**config.mk**
```make
export PLATFORM = sky130hd
export DESIGN_NAME = pipe_stall_ctrl
export DESIGN_NICKNAME = d
export VERILOG_FILES = /design/src/rtl/pipe_stall_ctrl_pkg.sv /design/src/rtl/sat_counter.sv /design/src/rtl/pipe_stall_ctrl.sv
export SDC_FILE = /design/constraint.sdc
export NUM_CORES = 1
export LEC_CHECK = 0
export CAP_MARGIN = 20
export CORE_UTILIZATION = 53
export CTS_CLUSTER_SIZE = 14
export DETAILED_ROUTE_END_ITERATION = 10
export GPL_TIMING_DRIVEN = 0
export PLACE_DENSITY = 0.82
export SLEW_MARGIN = 20
export SYNTH_ARGS = -nofsm -noshare
export SYNTH_HDL_FRONTEND = slang
export SYNTH_HIERARCHICAL = 1
export SYNTH_SLANG_ARGS = --single-unit
```
**constraint.sdc**
```tcl
create_clock -name clk -period 5.36 [get_ports clk]
set_clock_uncertainty 0.05 [all_clocks]
set_input_delay 0.536 -clock clk [delete_from_list [all_inputs] [get_ports clk]]
set_output_delay 0.536 -clock clk [all_outputs]
set_load 0.01 [all_outputs]
```
**src/rtl/pipe_stall_ctrl_pkg.sv**
```systemverilog
// Shared definitions for the pipeline stall sequencer: StallBus layout,
// Stop/NoStop encoding, the canned stall patterns and the FSM state encoding.
package pipe_stall_ctrl_pkg;

    // StallBus width and per-bit meaning
    localparam int STALL_BUS_W = 6;
    localparam logic STOP   = 1'b1;
    localparam logic NOSTOP = 1'b0;

    // Stage index constants, bit i of the StallBus drives stage i
    localparam int STG_PC  = 0;
    localparam int STG_IF  = 1;
    localparam int STG_ID  = 2;
    localparam int STG_EX  = 3;
    localparam int STG_MEM = 4;
    localparam int STG_WB  = 5;

    // Hold every stage from PC up to and including last_stage. The first
    // stage above it sees stall[i]=1 / stall[i+1]=0 and takes a bubble.
    function automatic logic [STALL_BUS_W-1:0] hold_through(input int last_stage);
        logic [STALL_BUS_W-1:0] pattern;
        pattern = {STALL_BUS_W{NOSTOP}};
        for (int i = 0; i < STALL_BUS_W; i++) begin
            if (i <= last_stage) begin
                pattern[i] = STOP;
            end
        end
        return pattern;
    endfunction

    // Load-use: hold PC/IF/ID, bubble into EX (6'b000111)
    localparam logic [STALL_BUS_W-1:0] STALL_LU   = hold_through(STG_ID);
    // Multi-cycle: hold PC/IF/ID/EX, bubble into MEM (6'b001111)
    localparam logic [STALL_BUS_W-1:0] STALL_MC   = hold_through(STG_EX);
    localparam logic [STALL_BUS_W-1:0] STALL_NONE = {STALL_BUS_W{NOSTOP}};

    // FSM state encoding
    typedef logic [1:0] state_t;
    localparam state_t RUN      = 2'd0;
    localparam state_t LU_GUARD = 2'd1;
    localparam state_t MC_WAIT  = 2'd2;

    // Width of the multi-cycle watchdog counter
    localparam int WD_W = 7;

endpackage

```
**src/rtl/sat_counter.sv**
```systemverilog
// Saturating up-counter with synchronous clear and count enable.
// Holds at all-ones instead of wrapping.
module sat_counter #(
    parameter int W = 8
) (
    input  logic         clk,
    input  logic         rst,
    input  logic         clr,
    input  logic         en,
    output logic [W-1:0] count
);

    // Reset and clear both zero the count; otherwise step up until all-ones
    always_ff @(posedge clk) begin
        if (rst || clr) begin
            count <= '0;
        end else if (en && (count != {W{1'b1}})) begin
            count <= count + W'(1);
        end
    end

endmodule

```
**src/rtl/pipe_stall_ctrl.sv**
```systemverilog
// Central pipeline stall sequencer. Arbitrates the ID load-use bubble against
// the multi-cycle EX unit and drives the StallBus combinationally from the
// current state, so a hazard stalls the pipe in the same cycle it is raised.
// Also keeps a saturating count of stalled cycles for performance debug.
//
// Optional feature: define PIPE_STALL_MC_TIMEOUT_EN to build a watchdog that
// releases MC_WAIT after MC_TIMEOUT stalled cycles and pulses mc_timeout.
// Without it mc_timeout is tied low and MC_WAIT exits only on ex_mc_done.
module pipe_stall_ctrl
    import pipe_stall_ctrl_pkg::*;
#(
    parameter int STALL_W    = STALL_BUS_W,
    parameter int CNT_W      = 32
`ifdef PIPE_STALL_MC_TIMEOUT_EN
  , parameter int MC_TIMEOUT = 64
`endif
) (
    input  logic               clk,
    input  logic               rst,
    input  logic               id_ld_stallreq,
    input  logic               ex_mc_start,
    input  logic               ex_mc_done,
    output logic [STALL_W-1:0] stall,
    output logic [CNT_W-1:0]   stall_cycles,
    output logic               mc_timeout
);

    state_t state;
    state_t state_next;

`ifdef PIPE_STALL_MC_TIMEOUT_EN
    localparam logic [WD_W-1:0] WD_LIMIT = WD_W'(MC_TIMEOUT - 1);

    logic [WD_W-1:0] wd_count;
    logic            wd_fire;
`endif

    // Next-state and StallBus decode; stall depends on state and live inputs
    always_comb begin
        state_next = state;
        stall      = '0;
`ifdef PIPE_STALL_MC_TIMEOUT_EN
        wd_fire    = 1'b0;
`endif
        case (state)
            RUN: begin
                if (ex_mc_start && ex_mc_done) begin
                    // Result ready immediately: nothing to wait for
                    state_next = RUN;
                end else if (ex_mc_start) begin
                    stall      = STALL_W'(STALL_MC);
                    state_next = MC_WAIT;
                end else if (id_ld_stallreq) begin
                    stall      = STALL_W'(STALL_LU);
                    state_next = LU_GUARD;
                end
            end
            LU_GUARD: begin
                // The load has reached MEM and is forwarded, so the still-high
                // load-use request from ID must not insert a second bubble.
                if (ex_mc_start) begin
                    stall      = STALL_W'(STALL_MC);
                    state_next = MC_WAIT;
                end else begin
                    state_next = RUN;
                end
            end
            MC_WAIT: begin
                // Release in the done cycle itself so the result moves on
                if (ex_mc_done) begin
                    state_next = RUN;
                end
`ifdef PIPE_STALL_MC_TIMEOUT_EN
                else if (wd_count == WD_LIMIT) begin
                    state_next = RUN;
                    wd_fire    = 1'b1;
                end
`endif
                else begin
                    stall = STALL_W'(STALL_MC);
                end
            end
            default: begin
                state_next = RUN;
            end
        endcase
    end

    // State register
    always_ff @(posedge clk) begin
        if (rst) begin
            state <= RUN;
        end else begin
            state <= state_next;
        end
    end

    // Performance counter: one tick for every cycle the StallBus is non-zero
    sat_counter #(
        .W(CNT_W)
    ) u_stall_cnt (
        .clk  (clk),
        .rst  (rst),
        .clr  (1'b0),
        .en   (|stall),
        .count(stall_cycles)
    );

`ifdef PIPE_STALL_MC_TIMEOUT_EN
    // Watchdog: restarts on every entry to MC_WAIT, counts cycles spent there
    sat_counter #(
        .W(WD_W)
    ) u_wd_cnt (
        .clk  (clk),
        .rst  (rst),
        .clr  ((state != MC_WAIT) && (state_next == MC_WAIT)),
        .en   (state == MC_WAIT),
        .count(wd_count)
    );

    // Registered one-cycle timeout pulse, following the forced release
    always_ff @(posedge clk) begin
        if (rst) begin
            mc_timeout <= 1'b0;
        end else begin
            mc_timeout <= wd_fire;
        end
    end
`else
    assign mc_timeout = 1'b0;
`endif

endmodule

```
Word level (Yosys, flattened, before mapping)

Cells that the tools add are included.
W data, S select, Z words.

Logic and storage cells: 25
Output and inout port bits: 39
Input port bits: 5
Bits in registers: 34

Add/sub/neg operators: 1
Reductions and logical operators: 5
Muxes and demuxes: 12
Equality and inequality tests: 5

Operator list:

| operator                | number |
|---|---|
| $add A32 B1 Y32 const B | 1 |
| $ne A32 B32 Y1 const B  | 1 |
| $mux W4                 | 4 |
| $pmux W4 S3             | 1 |
| $mux W2                 | 5 |
| $pmux W2 S3             | 1 |
| $reduce_or A6 Y1        | 1 |
| $ne A4 B4 Y1 const B    | 1 |
| $mux W3                 | 1 |
| $eq A2 B1 Y1 const B    | 1 |
| $eq A2 B2 Y1 const B    | 1 |
| $logic_and A1 B1 Y1     | 2 |
| $logic_not A2 Y1        | 1 |
| $ne A2 B2 Y1 const B    | 1 |
| $reduce_and A2 Y1       | 1 |

Logic depth before layout (Yosys ltp)

Depth in word-level cells: 6
Mapped depth: 8
Depth with buffers taken out: 6

By module

The synthesis kept the hierarchy.

Modules (own cells, without submodules):

| module          | seq. area each (um^2) | instances | area each (um^2) | cells an instance |
|---|---|---|---|---|
| sat_counter     | 640.6                 | 1         | 1,681.6          | 189 |
| pipe_stall_ctrl | 40.0                  | 1         | 155.1            | 18 |

Worst setup path after synthesis

No wires, ideal clock.

Kind: input to register
Start point: input ex_mc_start
End point: register u_stall_cnt.count[17]
Path buffers: 1
Data required time: 5,242 ps
Cell stages on the path: 7
Data arrival time: 2,338 ps
Library setup time: 68 ps
Path slack: 2,904 ps
Cell sequence: or4b_4 > o221ai_1 > and3_4 > o311ai_4 > buf_6 > or3_2 > a21oi_2

Longest elaborated chain between the ends: 5
Elaborated cells between the ends (all ways): 7
Classes of those cells: 4 x mux; 3 x reduce/logical

Ends and longest elaborated chain:

| item                                           | line                                         | source |
|---|---|---|
| from (decl)                                    | pipe_stall_ctrl.sv:21                        | `input logic ex_mc_start,` |
| $mux W4 or $logic_and A1 B1 Y1 (tied branches) | pipe_stall_ctrl.sv:50, pipe_stall_ctrl.sv:47 |  |
| $mux W4                                        | pipe_stall_ctrl.sv:47                        | `if (ex_mc_start && ex_mc_done) begin` |
| $pmux W4 S3 (*)                                | pipe_stall_ctrl.sv:45                        | `case (state)` |
| $reduce_or A6 Y1 (*)                           | pipe_stall_ctrl.sv:105                       | `.en (\|stall),` |
| $logic_and A1 B1 Y1 (*)                        | sat_counter.sv:17                            | `end else if (en && (count != {W{1'b1}})) begin` |
| to (signal assigned)                           | sat_counter.sv:18                            | `count <= count + W'(1);` |
| to (decl)                                      | sat_counter.sv:10                            | `output logic [W-1:0] count` |

Every way passes the cells marked *; elsewhere a longest branch is shown, timed or not.
A chain may end at the register's enable or synchronous reset.

Final worst setup path

Start point: input ex_mc_start
End point: output stall[1]

Longest elaborated chain between the ends: 3
Elaborated cells between the ends (all ways): 5
Classes of those cells: 4 x mux; 1 x reduce/logical

Ends and longest elaborated chain:

| item                                           | line                                         | source |
|---|---|---|
| $mux W4 or $logic_and A1 B1 Y1 (tied branches) | pipe_stall_ctrl.sv:50, pipe_stall_ctrl.sv:47 |  |
| $mux W4                                        | pipe_stall_ctrl.sv:47                        |  |
| $pmux W4 S3 (*)                                | pipe_stall_ctrl.sv:45                        |  |
| to (decl)                                      | pipe_stall_ctrl.sv:23                        | `output logic [STALL_W-1:0] stall,` |

Marks and branches as above.

==> results_dict.tcl <==
set metrics [dict create \
    async_reset_ff_share_pct 0 \
    track_usage_pct 23.4 \
    insertion_delay_ns 0.34 \
    cts_tree "done" \
    antenna_found_initial 0 \
    die_area_um2 3710 \
    crit_slowest_cell "clkdlybuf4s50_1" \
    antenna_cells 0 \
    arrival_ns 2.33 \
    relSlewSlack_pct 50.7 \
    postCtsSetupBuffers 0 \
    io_buffers 40 \
    max_cap_viol_count 0 \
    cts_made_buffers 5 \
    cp_max_fo 3 \
    cts-root-buf "clkbuf_4" \
    tns_ns 0 \
    critical-path-top-delay-family "buffers and inverters" \
    hold_class "reg2reg" \
    fin_util_pct 71.5 \
    max_slew.worst_pin.slew_ns 0.727 \
    synth-seq-cells 34 \
    synth_cell_types 44 \
    htreeDepth 2 \
    clock-sinks 34 \
    seq_area_frac_synth_pct 37.1 \
    fin_crit_ns 2.92 \
    area_growth_pct 29.8 \
    yosys_warnings 6 \
    coreArea_um2 3340 \
    rsz0062_at_grt "false" \
    gp_congestion 0.759 \
    grt_pass1_vias 1478 \
    cts_resized 0 \
    critPathMostFrequentCell "clkdlybuf4s50_1" \
    fin_nets 263 \
    layout_commonest_cell "clkdlybuf4s50_1" \
    layout_common_cells "clkdlybuf4s50_1, dfxtp_1, a21oi_1" \
    final_hold_viol_count 0 \
    viasPerCell 5.74 \
    finalMaxSlewViolations 0 \
    die_w_um 60.9 \
    dr_total_vias 1744 \
    power_density_nw_per_um2 200 \
    overflow 0 \
    dr.pass1.iters 4 \
    dp_hpwl_um 2920 \
    synthFlopType "dfxtp_1" \
    path_clk_slew_ns 0.10 \
    report.final.setup_viol 0 \
    worstPathCellList "clkdlybuf4s50_1, or4b_4, o221ai_1, buf_4, clkdlybuf4s50_1" \
    die_h_um 60.9 \
    remaining_drc_errors 0 \
    status "complete, no violations" \
    yosysTopAreaCellShare_pct 37.1 \
    drive_above_1_share_pct 17.8 \
    netlist_instances 207 \
    yosysTopAreaCell "dfxtp_1" \
    grt_pass1_wl_um 6470 \
    critical_path_required_ns 4.77 \
    ant_nets 0 \
    irDropWorstVdd_v 0.000152 \
    fmax_mhz 342 \
    critPathBufInv 3 \
    synthTopCellsByArea "dfxtp_1, a21oi_1, or3_1" \
    cp-start-kind "input port" \
    first_iter_violations 64 \
    ios 44 \
    endpoint_kind "output port" \
    nFillCells 268 \
    synth_edf_count 0 \
    critPathKind "in2out" \
    wl_per_cell_um 13.5 \
    initial_core_util_pct 55.0 \
    clk_path_buf_depth 2 \
    post-route-period-util_pct 54.5 \
    row_count 21 \
    worst_path_largest_cell_delay_ns 0.53 \
    routed_wl_um 4100 \
    grt_max_degree 11 \
    syn_avg_cell_area_um2 8.87 \
    ctsHoldBuffers 0 \
    p_leak_nw 0.696 \
    synthesis.area_um2 1840 \
]
[Yosys cell counts (2+ instances only)]
cell type	number
or3_1	15
clkbuf_1	3
a21oi_2	7
nand4_1	8
dfxtp_1	34
o31ai_1	9
nand2_2	2
nor2_1	5
and3_2	2
o221ai_1	2
a21oi_1	22
nand2_1	13
or3_2	4
o21ai_0	10
or2_2	2
buf_6	4
inv_1	4
nand3_1	11
and4_4	2
or4_1	9
buf_4	5
o21ai_1	8
o31ai_4	2
and4_1	4
[per-layer routing]
layer	vias up	share of wire, %	GRT usage [%]
met4	0	1.3	10.1
li1	887	-	-
met5	-	0	0
met3	5	4.0	3.84
met1	814	49	30.2
met2	38	46	38.5
[layout make-up]
cell class / count / area (um2) / share of cell area [%]
inverters: 4 / 15.0 / 0.630
multi-input cells: 159 / 1050 / 44.0
repair buffers: 40 / 400 / 16.8
well taps: 46 / 57.6 / 2.41
plain buffers: 13 / 103 / 4.30
clock buffers: 8 / 78.8 / 3.31
flip-flops and latches: 34 / 681 / 28.5
[final timing paths]
check,startpoint,end,slack [ns],cells after the start
max reg2reg,state[0],u_stall_cnt/count[19],2.74,7
min,u_stall_cnt/count[30],u_stall_cnt/count[30],0.46,2
min reg2reg,u_stall_cnt/count[30],u_stall_cnt/count[30],0.46,2
max,ex_mc_start,stall[1],2.44,5
[report_power, final]
group | switching (mW) | internal, mW | total, mW
Clock | 0.0884 | 0.0897 | 0.178
Combinational | 0.0224 | 0.0213 | 0.0437
Sequential | 0.00218 | 0.254 | 0.256
Total | 0.113 | 0.365 | 0.478
[state kept, by name, summed over array words and instances (netlist names)]
register and count:
state 2, u_stall_cnt/count 32
[stage by stage]
stage                     instances  setup WS (ns)  instance area (um2)  power [mW]  hold WS, ns
after floorplan                 210           2.90                 1850       0.289        0.458
after global placement          296           2.19                 2310       0.305        0.432
after detailed placement        296           2.19                 2310       0.306        0.441
after CTS                       304           2.43                 2380       0.480        0.456
after global routing            304           2.37                 2380       0.496        0.478
final                           304           2.44                 2380       0.478        0.455
[cell families (layout without fill, tap and decap cells)]
family / count (synthesis) / in the layout / share of synthesized area [%]
and+or+nand+nor: 86 / 86 / 29.7
AOI/OAI and AO/OA: 65 / 65 / 24.5
xor gates and xnor gates: 2 / 2 / 0.954
muxes: 1 / 1 / 0.545
other: 1 / 4 / 0.204
adders and majority gates: 1 / 1 / 0.681
DFF: 34 / 34 / 37.1
buffers and inverters: 17 / 65 / 6.40
[worst min-delay path, delay by kind of cell, from the launching register on]
family	cells	cell delay [ns]
flops	1	0.34
compound gates	2	0.13
No activity file was read; power rests on OpenSTA's default activity.
